==> config.mk <==
export PLATFORM = sky130hd
export DESIGN_NAME = native_uart_tx_flat
export DESIGN_NICKNAME = d
export VERILOG_FILES = /design/src/rtl/native_uart_tx_if.sv /design/src/rtl/native_uart_tx.sv /design/src/flat_wrapper.sv
export SDC_FILE = /design/constraint.sdc
export NUM_CORES = 1
export LEC_CHECK = 0
export CAP_MARGIN = 40
export CORE_ASPECT_RATIO = 1.2
export CORE_MARGIN = 2
export CORE_UTILIZATION = 45
export DETAILED_ROUTE_END_ITERATION = 10
export PLACE_DENSITY = 0.72
export REMOVE_ABC_BUFFERS = 1
export SYNTH_ARGS = -nofsm -noshare
export SYNTH_HDL_FRONTEND = slang
export SYNTH_SLANG_ARGS = --single-unit
==> constraint.sdc <==
create_clock -name clk -period 2.57 [get_ports clk]
set_clock_uncertainty 0.05 [all_clocks]
set_input_delay 0.514 -clock clk [delete_from_list [all_inputs] [get_ports clk]]
set_output_delay 0.514 -clock clk [all_outputs]
set_load 0.01 [all_outputs]
==> src/rtl/native_uart_tx_if.sv <==
// -----------------------------------------------------------------------------
// native_mem_if
// PicoRV32 native memory interface bundle.
//
// Signals:
//   mem_valid  initiator request
//   mem_ready  responder acknowledge, one-cycle pulse
//   mem_addr   byte address
//   mem_wdata  write data
//   mem_wstrb  byte strobes; 0 = read
//   mem_rdata  read data, valid while mem_ready = 1
//
// Modports:
//   master  initiator side (CPU / testbench)
//   slave   responder side (peripheral)
// -----------------------------------------------------------------------------
interface native_mem_if;
   logic        mem_valid;
   logic        mem_ready;
   logic [31:0] mem_addr;
   logic [31:0] mem_wdata;
   logic [3:0]  mem_wstrb;
   logic [31:0] mem_rdata;

   modport master (
      output mem_valid, mem_addr, mem_wdata, mem_wstrb,
      input  mem_ready, mem_rdata
   );

   modport slave (
      input  mem_valid, mem_addr, mem_wdata, mem_wstrb,
      output mem_ready, mem_rdata
   );
endinterface

==> src/rtl/native_uart_tx.sv <==
// -----------------------------------------------------------------------------
// native_uart_tx
// UART transmitter on the PicoRV32 native memory bus. The CPU pushes bytes
// into a small TX FIFO; a serializer drains it onto `tx` as 8N1 frames,
// LSB first. Register window of 16 bytes at BASE_ADDR:
//   +0x0 TXDATA  W   push wdata[7:0] (stalls while the FIFO is full)
//   +0x4 STATUS  R   bit0 busy, bit1 full, bit2 empty, bit3 parity enabled
//   +0x8 CLKDIV  R/W clocks per bit, 16 bits, 0 is stored as 1
//   +0xC reserved
//
// Ports:
//   clk    system clock
//   reset  synchronous, active-high reset
//   bus    native memory interface, responder side
//   tx     serial output, idle high
//
// Build option: define UART_TX_PARITY_EN to insert an even parity bit
// between the data bits and the stop bit (8E1 frames).
// -----------------------------------------------------------------------------
module native_uart_tx #(
   parameter logic [31:0] BASE_ADDR    = 32'h1000_0000,
   parameter int unsigned FIFO_DEPTH   = 4,
   parameter logic [15:0] CLKDIV_RESET = 16'd16
) (
   input  logic        clk,
   input  logic        reset,
   native_mem_if.slave bus,
   output logic        tx
);

   localparam int unsigned AW = $clog2(FIFO_DEPTH);
   localparam int unsigned PW = AW + 1;

`ifdef UART_TX_PARITY_EN
   localparam logic PARITY_EN = 1'b1;
   typedef enum logic [2:0] {S_IDLE, S_START, S_DATA, S_PARITY, S_STOP} state_t;
`else
   localparam logic PARITY_EN = 1'b0;
   typedef enum logic [2:0] {S_IDLE, S_START, S_DATA, S_STOP} state_t;
`endif

   // ---------------- FIFO ----------------
   logic [7:0]    fifo_mem [FIFO_DEPTH];
   logic [PW-1:0] wr_ptr, rd_ptr;
   logic          full, empty;

   // Extra pointer MSB distinguishes full from empty when the index bits match.
   assign empty = (wr_ptr == rd_ptr);
   assign full  = (wr_ptr[PW-1] != rd_ptr[PW-1]) &&
                  (wr_ptr[AW-1:0] == rd_ptr[AW-1:0]);

   // ---------------- bus decode ----------------
   state_t      state;
   logic [15:0] clkdiv_q;
   logic        hit, is_write, push_req, accept, push, pop, busy;
   logic [1:0]  offset;
   logic [31:0] rd_val;
   logic [15:0] div_wr;

   assign hit      = bus.mem_valid && (bus.mem_addr[31:4] == BASE_ADDR[31:4]);
   assign offset   = bus.mem_addr[3:2];
   assign is_write = |bus.mem_wstrb;
   assign push_req = is_write && (offset == 2'd0) && bus.mem_wstrb[0];
   // A push into a full FIFO is held off (no ack) until an entry frees.
   // The !mem_ready term keeps a still-asserted mem_valid from being
   // accepted a second time during the ack cycle.
   assign accept   = hit && !bus.mem_ready && !(push_req && full);
   assign push     = accept && push_req;
   assign pop      = (state == S_IDLE) && !empty;
   assign busy     = (state != S_IDLE);

   // NOTE: every variable assigned in always_comb gets a default first, so no
   // path leaves it unassigned and no latch is inferred.
   always_comb begin
      rd_val = '0;
      case (offset)
         2'd1:    rd_val = {28'd0, PARITY_EN, empty, full, busy};
         2'd2:    rd_val = {16'd0, clkdiv_q};
         default: rd_val = '0;
      endcase
   end

   // Byte-strobed CLKDIV update; a zero divider would stall the serializer.
   always_comb begin
      div_wr = clkdiv_q;
      if (bus.mem_wstrb[0]) div_wr[7:0]  = bus.mem_wdata[7:0];
      if (bus.mem_wstrb[1]) div_wr[15:8] = bus.mem_wdata[15:8];
      if (div_wr == 16'd0)  div_wr = 16'd1;
   end

   // NOTE: state is updated with non-blocking assignments so every always_ff
   // samples pre-edge values, independent of block evaluation order.
   always_ff @(posedge clk) begin
      if (reset) begin
         bus.mem_ready <= 1'b0;
         bus.mem_rdata <= '0;
         clkdiv_q      <= CLKDIV_RESET;
      end else begin
         bus.mem_ready <= accept;
         bus.mem_rdata <= (accept && !is_write) ? rd_val : 32'd0;
         if (accept && is_write && (offset == 2'd2))
            clkdiv_q <= div_wr;
      end
   end

   always_ff @(posedge clk) begin
      if (reset) begin
         wr_ptr <= '0;
         rd_ptr <= '0;
      end else begin
         if (push) wr_ptr <= wr_ptr + 1'b1;
         if (pop)  rd_ptr <= rd_ptr + 1'b1;
      end
   end

   // NOTE: the FIFO storage has no reset; contents are only observed behind
   // the pointers, which are reset.
   always_ff @(posedge clk) begin
      if (push) fifo_mem[wr_ptr[AW-1:0]] <= bus.mem_wdata[7:0];
   end

   // ---------------- serializer ----------------
   logic [15:0] cnt;
   logic [15:0] div_lat;
   logic [2:0]  bit_idx;
   logic [7:0]  shreg;

   // Each state holds tx for div_lat cycles: cnt is loaded with div_lat-1 on
   // entry and the state advances when it reaches zero. tx is registered and
   // set on the transition edge, so it lines up with the state it belongs to.
   always_ff @(posedge clk) begin
      if (reset) begin
         state   <= S_IDLE;
         tx      <= 1'b1;
         cnt     <= '0;
         div_lat <= 16'd1;
         bit_idx <= '0;
         shreg   <= '0;
      end else begin
         case (state)
            S_IDLE: begin
               tx <= 1'b1;
               if (!empty) begin
                  shreg   <= fifo_mem[rd_ptr[AW-1:0]];
                  div_lat <= clkdiv_q;
                  cnt     <= clkdiv_q - 16'd1;
                  tx      <= 1'b0;
                  state   <= S_START;
               end
            end
            S_START: begin
               if (cnt == 16'd0) begin
                  cnt     <= div_lat - 16'd1;
                  bit_idx <= 3'd0;
                  tx      <= shreg[0];
                  state   <= S_DATA;
               end else begin
                  cnt <= cnt - 16'd1;
               end
            end
            S_DATA: begin
               if (cnt == 16'd0) begin
                  cnt <= div_lat - 16'd1;
                  if (bit_idx == 3'd7) begin
`ifdef UART_TX_PARITY_EN
                     tx    <= ^shreg;
                     state <= S_PARITY;
`else
                     tx    <= 1'b1;
                     state <= S_STOP;
`endif
                  end else begin
                     bit_idx <= bit_idx + 3'd1;
                     tx      <= shreg[bit_idx + 3'd1];
                  end
               end else begin
                  cnt <= cnt - 16'd1;
               end
            end
`ifdef UART_TX_PARITY_EN
            S_PARITY: begin
               if (cnt == 16'd0) begin
                  cnt   <= div_lat - 16'd1;
                  tx    <= 1'b1;
                  state <= S_STOP;
               end else begin
                  cnt <= cnt - 16'd1;
               end
            end
`endif
            S_STOP: begin
               // Returning through IDLE gives exactly one idle cycle between
               // back-to-back frames.
               if (cnt == 16'd0) state <= S_IDLE;
               else              cnt   <= cnt - 16'd1;
            end
            default: begin
               state <= S_IDLE;
               tx    <= 1'b1;
            end
         endcase
      end
   end

   // Address bits [1:0] and the upper write-data bytes are intentionally unused.
   logic unused_bits;
   assign unused_bits = ^{bus.mem_addr[1:0], bus.mem_wdata[31:16]};

endmodule
==> src/flat_wrapper.sv <==
// flat-port wrapper written by rule: the top's interface ports become plain ports
module native_uart_tx_flat 
#(
   parameter logic [31:0] BASE_ADDR    = 32'h1000_0000,
   parameter int unsigned FIFO_DEPTH   = 4,
   parameter logic [15:0] CLKDIV_RESET = 16'd16
)
  (clk, reset, tx, bus_mem_valid, bus_mem_addr, bus_mem_wdata, bus_mem_wstrb, bus_mem_ready, bus_mem_rdata);
  native_mem_if bus_i ();
  input  logic clk;
  input  logic reset;
  output logic tx;
  input wire logic [$bits(bus_i.mem_valid)-1:0] bus_mem_valid;
  input wire logic [$bits(bus_i.mem_addr)-1:0] bus_mem_addr;
  input wire logic [$bits(bus_i.mem_wdata)-1:0] bus_mem_wdata;
  input wire logic [$bits(bus_i.mem_wstrb)-1:0] bus_mem_wstrb;
  output wire logic [$bits(bus_i.mem_ready)-1:0] bus_mem_ready;
  output wire logic [$bits(bus_i.mem_rdata)-1:0] bus_mem_rdata;
  assign bus_i.mem_valid = bus_mem_valid;
  assign bus_i.mem_addr = bus_mem_addr;
  assign bus_i.mem_wdata = bus_mem_wdata;
  assign bus_i.mem_wstrb = bus_mem_wstrb;
  assign bus_mem_ready = bus_i.mem_ready;
  assign bus_mem_rdata = bus_i.mem_rdata;
  native_uart_tx #(.BASE_ADDR(BASE_ADDR), .FIFO_DEPTH(FIFO_DEPTH), .CLKDIV_RESET(CLKDIV_RESET)) u_core (.clk(clk), .reset(reset), .bus(bus_i), .tx(tx));
endmodule
==> results of run 1 <==
[state kept, by name (all words and copies together), names as in the netlist]
signal and count:
u_core.rd_ptr 3, u_core.fifo_mem 32, u_core.bus.mem_rdata 16, u_core.bit_idx 3
u_core.state 2, u_core.clkdiv_q 16, u_core.bus.mem_ready 1, u_core.wr_ptr 3
u_core.tx 1, u_core.div_lat 16, u_core.shreg 8, u_core.cnt 16
[power groups by stage]
| stage | Sequential (W) | Clock, W | Combinational [W] |
|---|---|---|---|
| after floorplan | 0.00228 | 0 | 0.00230 |
| after global placement | 0.00225 | 0 | 0.00368 |
| after detailed placement | 0.00225 | 0 | 0.00373 |
| after CTS | 0.00222 | 0.00250 | 0.00378 |
| after global routing | 0.00225 | 0.00258 | 0.00428 |
| final | 0.00222 | 0.00248 | 0.00396 |
[stage by stage]
step                      total power (W)  std cells  util, %  hold WS (ns)
after floorplan                  0.004573        621        -        0.3771
after global placement           0.005930        932    55.57        0.3931
after detailed placement         0.005978        932    55.57        0.3978
after CTS                        0.008493        964    60.32        0.4001
after global routing             0.009106        966    60.62        0.4132
final                            0.008659        966    60.62        0.4071
[synthesized netlist by cell type (4+ instances only)]
library cell	count	area, um2
inv_1	19	71.32
buf_4	17	127.6
nor4_1	24	150.1
xor2_1	18	157.7
nand3_1	20	100.1
nor2_1	40	150.1
o21ai_0	14	70.07
or4_4	4	45.04
nand2_1	95	356.6
xnor2_1	24	210.2
mux4_2	10	225.2
or4_1	9	67.56
buf_6	4	45.04
mux2i_1	6	60.06
a22oi_1	5	37.54
a211oi_1	4	30.03
and3_1	4	25.02
or4b_1	4	40.04
clkbuf_1	27	101.4
edfxtp_1	32	960.9
o21ai_1	10	50.05
and2_1	17	106.4
a21oi_1	63	315.3
a31oi_1	6	37.54
nor3_1	17	85.08
ha_1	17	212.7
nand4_1	5	31.28
dfxtp_1	85	1702
o211ai_1	4	30.03
o31ai_1	4	30.03
[final cells by class]
type / instances / area share (%)
Clock buffer: 17 / 5.324
Inverter: 20 / 0.9396
Clock inverter: 15 / 2.443
Tap cell: 168 / 2.631
Multi-Input combinational cell: 484 / 38.96
Sequential cell: 117 / 33.32
Timing Repair Buffer: 145 / 16.38
[kinds of logic after synthesis]
logic type / Yosys count / share of synthesized area [%]
simple gates: 254 / 21.35
compound gates: 138 / 13.96
flops: 117 / 43.95
buf+inv: 73 / 6.196
xor+xnor: 42 / 6.072
fa+ha+maj: 17 / 3.511
mux: 17 / 4.895
other cells: 1 / 0.06190
[routing by layer]
layer | global-route usage [%] | vias to the layer above | routed length, um
met5 | 0 | - | 0
met4 | 9.705 | 0 | 467
met3 | 4.563 | 29 | 736
met2 | 40.29 | 175 | 8512
met1 | 28.31 | 2555 | 6809
li1 | - | 2586 | -
[cell usage in the layout, fill, tap and decap left out, types with 10 or more instances in the layout]
master           count
a21oi_1             63
dfxtp_1             85
xnor2_1             24
nand2_1             95
edfxtp_1            32
nand3_1             20
inv_1               19
clkdlybuf4s50_1     69
ha_1                17
nor3_1              16
nor2_1              40
conb_1              16
o21ai_1             10
mux4_2              10
clkbuf_16           17
o21ai_0             14
and2_1              17
buf_4               71
nor4_1              22
xor2_1              18
[worst max-delay path, cell delays in order (launching register included)]
cell	delay (ns)
dfxtp_1	0.32
inv_1	0.06
ha_1	0.16
or4b_4	0.49
buf_4	0.18
or4_1	0.52
nor3_2	0.22
o21a_1	0.14
o21ai_1	0.05
a211oi_1	0.22
[worst paths after layout]
| path | from | endpoint | cells after the start |
|---|---|---|---|
| setup / recovery | u_core.cnt[0] | u_core.cnt[10] | 9 |
| hold / removal | u_core.shreg[3] | u_core.shreg[3] | 2 |
| setup reg to reg | u_core.cnt[0] | u_core.cnt[10] | 9 |
| hold reg to reg | u_core.shreg[3] | u_core.shreg[3] | 2 |
[timing repair]
item	in CTS	in global routing
buffers inserted	0	2
resized for setup	1	5
pin swaps	0	0
cloned	0	0
hold endpoints to repair	0	0
endpoints found under the setup margin	1	13
==> results.sh, run 1 <==
export IMPL_cts_tree="built"
export IMPL_post_place_ws_ns=-0.2062
export IMPL_final_cell_area_um2=7990
export IMPL_ys_seq_area_share_pct=43.95
export IMPL_p_seq_share_pct=25.7
export IMPL_wire_per_inst_um=17.11
export IMPL_reg2reg_slack_ns=0.07
export IMPL_firstDrtPassIters=5
export IMPL_cts_buffer_depth=2
export IMPL_min_period_over_period_pct=97.31
export IMPL_ys_warn_count=0
export IMPL_fp_dieH_um=131.1
export IMPL_drc_errors=0
export IMPL_ir_drop_mv=0.8263
export IMPL_cts_sinks=117
export IMPL_postRouteWirelength_um=16530
export IMPL_synth_cells=659
export IMPL_dieArea_um2=14410
export IMPL_nFillCells=1086
export IMPL_avgSynthCellArea_um2=9.193
export IMPL_cts_buffers=17
export IMPL_critPathKind="reg -> reg"
export IMPL_slew_headroom_pct=57.68
export IMPL_crit_path_start_kind="flop"
export IMPL_place_congestion=0.8892
export IMPL_ctsHtreeMaxLevel=4
export IMPL_ant_nets=0
export IMPL_min_period_ns=2.501
export IMPL_finish_net_count=873
export IMPL_dp_hpwl_um=12190
export IMPL_core_um2=13180
export IMPL_outcome="finished clean"
export IMPL_vias_per_cell=5.533
export IMPL_clkPwrFrac_pct=28.6
export IMPL_rsz0062_at_grt="yes"
export IMPL_grt_max_degree=30
export IMPL_tightest_slew_ns=0.6349
export IMPL_clkSlewWorstSetupHoldPaths_ns=0.06
export IMPL_placed_cell_area_um2=7325
export IMPL_area_growth_pct=31.89
export IMPL_synth_cell_type_count=68
export IMPL_antenna_found_initial=0
export IMPL_switching_share_pct=38.06
export IMPL_fin_tns_setup_ns=0
export IMPL_critPathRequiredTime_ns=2.84
export IMPL_worstHoldPathType="reg -> reg"
export IMPL_root_buffer="clkbuf_16"
export IMPL_async_flop_share_pct=0
export IMPL_cp_arrival_ns=2.77
export IMPL_worstPathMaxFanout=5
export IMPL_timing_fmax_mhz=399.9
export IMPL_grt_total_usage_pct=23.53
export IMPL_leakage_nw=3.075
export IMPL_hold_viol=0
export IMPL_multi_input_area_um2=3113
export IMPL_row_count=46
export IMPL_die_x_um=109.9
export IMPL_dr_total_vias=5345
export IMPL_share_comb_of_total_power_pct=45.7
export IMPL_synth_seq_cells=117
export IMPL_maxSlewViolCount=0
export IMPL_seq_area_um2=2663
export IMPL_cts_hold_buf=0
export IMPL_initial_core_util_pct=45.97
export IMPL_clock_latency_ns=0.41
export IMPL_first_global_vias=5464
export IMPL_cp_end_kind="flop"
export IMPL_p_int_w=0.005364
export IMPL_io_pins=105
export IMPL_synth_edf_count=32
export IMPL_drive_above_1_share_pct=17.04
export IMPL_p_switching_w=0.003295
export IMPL_num_antenna_cells=0
export IMPL_setup_violations=0
export IMPL_drt_iter0_drc=322
export IMPL_overflow=0
export IMPL_p_per_area_nw_per_um2=1084
export IMPL_maxCapViolations=0
export IMPL_fin_ws_ns=0.06919
export IMPL_grt_pass1_wl_um=26410
export IMPL_syn_area_um2=6058
export IMPL_io_buffers=70
export IMPL_ys_flop_type="dfxtp_1"
Note: power is estimated with default switching activity, not from simulation.
==> run 2: changes to the inputs <==
- CTS_CLUSTER_SIZE: not set -> 24
==> results of run 2 <==
No change in the layout: final DEF, timing and power equal those of run 1.
